===== config.mk =====
export PLATFORM = sky130hd
export DESIGN_NAME = input_port_buffer
export DESIGN_NICKNAME = d
export VERILOG_FILES = /design/src/rtl/input_port_buffer_pkg.sv /design/src/rtl/flit_fifo_mem.sv /design/src/rtl/input_port_buffer.sv
export SDC_FILE = /design/constraint.sdc
export NUM_CORES = 1
export LEC_CHECK = 0
export BUFFER_PORTS_ARGS = -buffer_cell sky130_fd_sc_hd__buf_2
export CAP_MARGIN = 20
export CORE_MARGIN = 10
export CORE_UTILIZATION = 49
export CTS_CLUSTER_DIAMETER = 150
export DETAILED_ROUTE_END_ITERATION = 10
export GPL_TIMING_DRIVEN = 0
export PLACE_DENSITY_LB_ADDON = 0.1
export SLEW_MARGIN = 20
export SYNTH_ARGS = -nofsm -noshare
export SYNTH_HDL_FRONTEND = slang
export SYNTH_HIERARCHICAL = 1
export SYNTH_SLANG_ARGS = --single-unit

===== constraint.sdc =====
create_clock -name clk -period 11.9 [get_ports clk]
set_input_delay 1.19 -clock clk [delete_from_list [all_inputs] [get_ports clk]]
set_output_delay 1.19 -clock clk [all_outputs]
set_load 0.005 [all_outputs]

===== src/rtl/input_port_buffer_pkg.sv =====
// input_port_buffer_pkg: NoC-wide flit/credit widths and the buffer depth derived from the credit width
package input_port_buffer_pkg;
  localparam int FLIT_W = 32;
  localparam int CRED_W = 4;
  function automatic int depth_of(input int b);
    return (1 << b) - 1;
  endfunction
  localparam int DEPTH = depth_of(CRED_W);
endpackage


===== src/rtl/flit_fifo_mem.sv =====
// flit_fifo_mem: DxW flit storage, synchronous write, asynchronous read, contents not reset
module flit_fifo_mem #(
  parameter int W  = 32,
  parameter int D  = 15,
  parameter int AW = 4
) (
  input  logic          clk,
  input  logic          we_i,
  input  logic [AW-1:0] waddr_i,
  input  logic [W-1:0]  wdata_i,
  input  logic [AW-1:0] raddr_i,
  output logic [W-1:0]  rdata_o
);
  logic [W-1:0] mem_q [D];
  always_ff @(posedge clk) if (we_i) mem_q[waddr_i] <= wdata_i;
  assign rdata_o = mem_q[raddr_i];
endmodule


===== src/rtl/input_port_buffer.sv =====
// input_port_buffer: credit-returning input FIFO whose depth equals the upstream reset credit count
module input_port_buffer
  import input_port_buffer_pkg::*;
#(
  parameter int W = FLIT_W,
  parameter int B = CRED_W
) (
  input  logic         clk,
  input  logic         rst_n,
  input  logic [W-1:0] flit_in,
  input  logic         flit_in_valid,
  output logic [W-1:0] flit_out,
  output logic         flit_out_valid,
  input  logic         flit_rel,
  output logic         credit_out,
  output logic [B-1:0] occupancy,
  output logic         overflow_err
);
  localparam int D = depth_of(B);
  localparam logic [B-1:0] LAST = B'(D - 1);
  localparam logic [B-1:0] FULL = B'(D);
  logic [B-1:0] wr_q, wr_d, rd_q, rd_d, occ_q, occ_d;
  logic cred_q, ovf_q, ovf_d, push, pop, full;
  always_comb begin
    full  = occ_q == FULL;
    pop   = flit_rel && occ_q != '0;
    // a simultaneous pop frees the slot the new flit lands in, so full does not block it
    push  = flit_in_valid && (!full || pop);
    wr_d  = push ? (wr_q == LAST ? '0 : wr_q + 1'b1) : wr_q;
    rd_d  = pop ? (rd_q == LAST ? '0 : rd_q + 1'b1) : rd_q;
    occ_d = occ_q + B'(push) - B'(pop);
    ovf_d = ovf_q | (flit_in_valid & ~push);
  end
  always_ff @(posedge clk or negedge rst_n) begin
    if (!rst_n) begin
      wr_q   <= '0;
      rd_q   <= '0;
      occ_q  <= '0;
      cred_q <= 1'b0;
      ovf_q  <= 1'b0;
    end else begin
      wr_q   <= wr_d;
      rd_q   <= rd_d;
      occ_q  <= occ_d;
      cred_q <= pop;
      ovf_q  <= ovf_d;
    end
  end
  flit_fifo_mem #(.W(W), .D(D), .AW(B)) u_mem (
    .clk    (clk),
    .we_i   (push),
    .waddr_i(wr_q),
    .wdata_i(flit_in),
    .raddr_i(rd_q),
    .rdata_o(flit_out)
  );
  assign flit_out_valid = occ_q != '0;
  assign credit_out     = cred_q;
  assign occupancy      = occ_q;
  assign overflow_err   = ovf_q;
`ifdef debug
  always @(posedge clk) begin
    if (rst_n && flit_in_valid && !push) $display("input_port_buffer: overflow, flit %h dropped", flit_in);
    if (rst_n && flit_rel && occ_q == '0) $display("input_port_buffer: flit_rel ignored while empty");
  end
`endif
endmodule

==> flow_metrics.env <==
export IMPL_status="complete, no violations"
export IMPL_fp_row_count=72
export IMPL_via_per_inst=5.76
export IMPL_critPathKind="register to primary output"
export IMPL_synth_edf_count=480
export IMPL_ctsRootBufferMaster="clkbuf_16"
export IMPL_mostFrequentLayoutCells="edfxtp_1 (480), buf_2 (95), mux4_2 (92)"
export IMPL_synth_area_leader_cell="edfxtp_1"
export IMPL_seqPwrFrac=0.408
export IMPL_path_clk_slew_ns=0.06
export IMPL_internal_power_uw=3650
export IMPL_areaGrowthSynthToFinish_pct=17.2
export IMPL_ir_drop_mv=0.129
export IMPL_ant_nets=0
export IMPL_drv_cap=0
export IMPL_hp_class="register to register"
export IMPL_synth_seq_cells=494
export IMPL_slowest_delay_ns=0.74
export IMPL_crit_family="buffers and inverters"
export IMPL_io_buffers=73
export IMPL_finalCritPeriodShare=0.395
export IMPL_overflow=0
export IMPL_cts_repair_resized=0
export IMPL_drtPass1Iterations=4
export IMPL_grt_pass1_vias=9778
export IMPL_slowest_stage="nor2_1"
export IMPL_p_switching_uw=1620
export IMPL_post_cts_buffers=0
export IMPL_cts_tree="done"
export IMPL_die_y_um=217
export IMPL_final_max_slew_viol_count=0
export IMPL_worst_ep_required_time_ns=10.71
export IMPL_path_buf_inv=4
export IMPL_first_iter_violations=776
export IMPL_swShare=0.308
export IMPL_maxSlewHeadroom=0.393
export IMPL_async_flop_share=0.0283
export IMPL_synth_top_cells_by_area="edfxtp_1 (76%), mux4_2 (11%), mux2i_1 (2.1%)"
export IMPL_fin_nets=1126
export IMPL_htreeDepth=2
export IMPL_cts_max_path_buffers=3
export IMPL_grt_pass1_wl_um=64800
export IMPL_cp_max_fo=10
export IMPL_clk_latency_ns=0.57
export IMPL_crit_chain="buf_2 > inv_1 > nor2_1 > clkbuf_1 > nand2_1 > o211ai_1 > buf_2"
export IMPL_finalWirelength_um=43600
export IMPL_antenna_cells=0
export IMPL_rsz0062_at_grt="false"
export IMPL_powerDensity_nw_per_um2=237
export IMPL_seq_area_frac_synth=0.777
export IMPL_wire_per_inst_um=26.5
export IMPL_cp_data_arrival_time_ns=3.51
export IMPL_comb_power_share=0.306
export IMPL_finalSetupTns_ns=0
export IMPL_route_detailed_drc=0
export IMPL_synth_cells=923
export IMPL_synth_cell_types=48
export IMPL_cts_sinks=494
export IMPL_synthesis_nets=965
export IMPL_cp_end_kind="primary output"
export IMPL_synth_area_um2=19000
export IMPL_synth_area_per_cell_um2=20.6
export IMPL_final_common_cell="edfxtp_1"
export IMPL_finalPower_uw=5280
export IMPL_drive_gt1_frac=0.295
export IMPL_dieArea_um2=47100
export IMPL_ys_flop_type="edfxtp_1"
export IMPL_p_leak_uw=0.00739
export IMPL_route_vias_total=9459
export IMPL_crit_path_frequent_cell="buf_2"
export IMPL_clock_skew_ns=0.00884
export IMPL_p_clk_frac=0.285
export IMPL_reg2reg_setup_slack_ns=8.89
export IMPL_fin_crit_ns=4.70
export IMPL_dpl_hpwl_um=28400
export IMPL_start_util=0.494
export IMPL_antenna_found_initial=0
export IMPL_setup_violations=0
export IMPL_die_w_um=217
export IMPL_cts_inserted_buffers=50
export IMPL_tightest_slew_ns=0.907
export IMPL_yosysWarnings=6
export IMPL_crit_path_start_kind="register"
export IMPL_post_synth_top_area_fraction=0.758
export IMPL_core_area_um2=38500
export IMPL_globalplace_congestion=0.725
export IMPL_pin_count=75
export IMPL_fmax_mhz=213
export IMPL_hold_viol_final=0
export IMPL_postCtsHoldBufs=0
export IMPL_grt_use_total=0.186
export IMPL_grt_max_degree=18
layer usage:
layer  routed length, µm  track usage
met5                   0            0
met4                 686       0.0492
met3                2300       0.0331
met2               21700        0.305
met1               18900        0.254
cells in the mapped netlist (10+ instances only):
master,number
a22oi_1,29
mux2i_1,39
dfrtp_1,14
mux4_2,92
a21oi_1,28
edfxtp_1,480
nand2_1,34
o211ai_1,27
buf_2,22
nor2_1,42
a31oi_1,10
logic make-up after synthesis:
kind of cell	count (synthesis)	share of synthesized area
flip-flops	494	0.777
multiplexers	134	0.131
AO/OA/AOI/OAI	122	0.0428
AND/OR/NAND/NOR	108	0.0267
buffers and inverters	57	0.0172
adder cells (fa/ha/maj)	6	0.00434
XOR/XNOR	2	0.000922
final cells by class:
cell class,count,area (µm²)
Fill cell,2842,16200
Sequential cell,494,14800
Multi-Input combinational cell,372,4020
Clock buffer,64,1380
Timing Repair Buffer,109,933
Tap cell,518,648
Buffer,47,284
Clock inverter,29,208
Inverter,10,42.5
through the flow:
stage / setup slack (ns) / util / hold WS, ns / cell area (µm²) / cells
2_1_floorplan: 7.07 / - / 0.451 / 19000 / 923
3_3_place_gp: 4.22 / 0.521 / 0.439 / 20000 / 1514
3_5_place_dp: 7.82 / 0.538 / 0.450 / 20700 / 1550
4_1_cts: 7.19 / 0.579 / 0.471 / 22300 / 1643
5_1_grt: 7.02 / 0.579 / 0.500 / 22300 / 1643
6_report: 7.20 / 0.579 / 0.462 / 22300 / 1643
flip-flops by register name, indices dropped and copies added, names as in the netlist:
register      cells
u_mem/mem_q     480
occupancy         4
rd_q              4
wr_q              4
credit_out        1
overflow_err      1
worst register-to-register path, delay by kind of cell, from the launching register on:
kind                       cells  cell delay [ns]
and+or+nand+nor                4             1.29
DFF                            1             0.39
buffers and inverters          4             0.82
adders and majority gates      1             0.22
path summary, 6_finish.rpt:
kind / startpoint / endpoint / cells past startpoint
min in group asynchronous: rst_n / credit_out / 1
worst min-delay path: overflow_err / overflow_err / 1
worst min register to register: overflow_err / overflow_err / 1
worst max register to register: occupancy[2] / u_mem/mem_q[8][28] / 9
max in group asynchronous: rst_n / occupancy[3] / 1
worst max-delay path: rd_q[3] / flit_out[25] / 7
power by group through the flow:
stage | clock (µW) | sequential [µW] | combinational [µW]
2_1_floorplan | 0 | 2180 | 993
3_3_place_gp | 0 | 2200 | 1560
3_5_place_dp | 0 | 2190 | 1650
4_1_cts | 1540 | 2160 | 1650
5_1_grt | 1600 | 2170 | 1750
6_report | 1510 | 2160 | 1620
No activity file was read; power rests on OpenSTA's default activity.
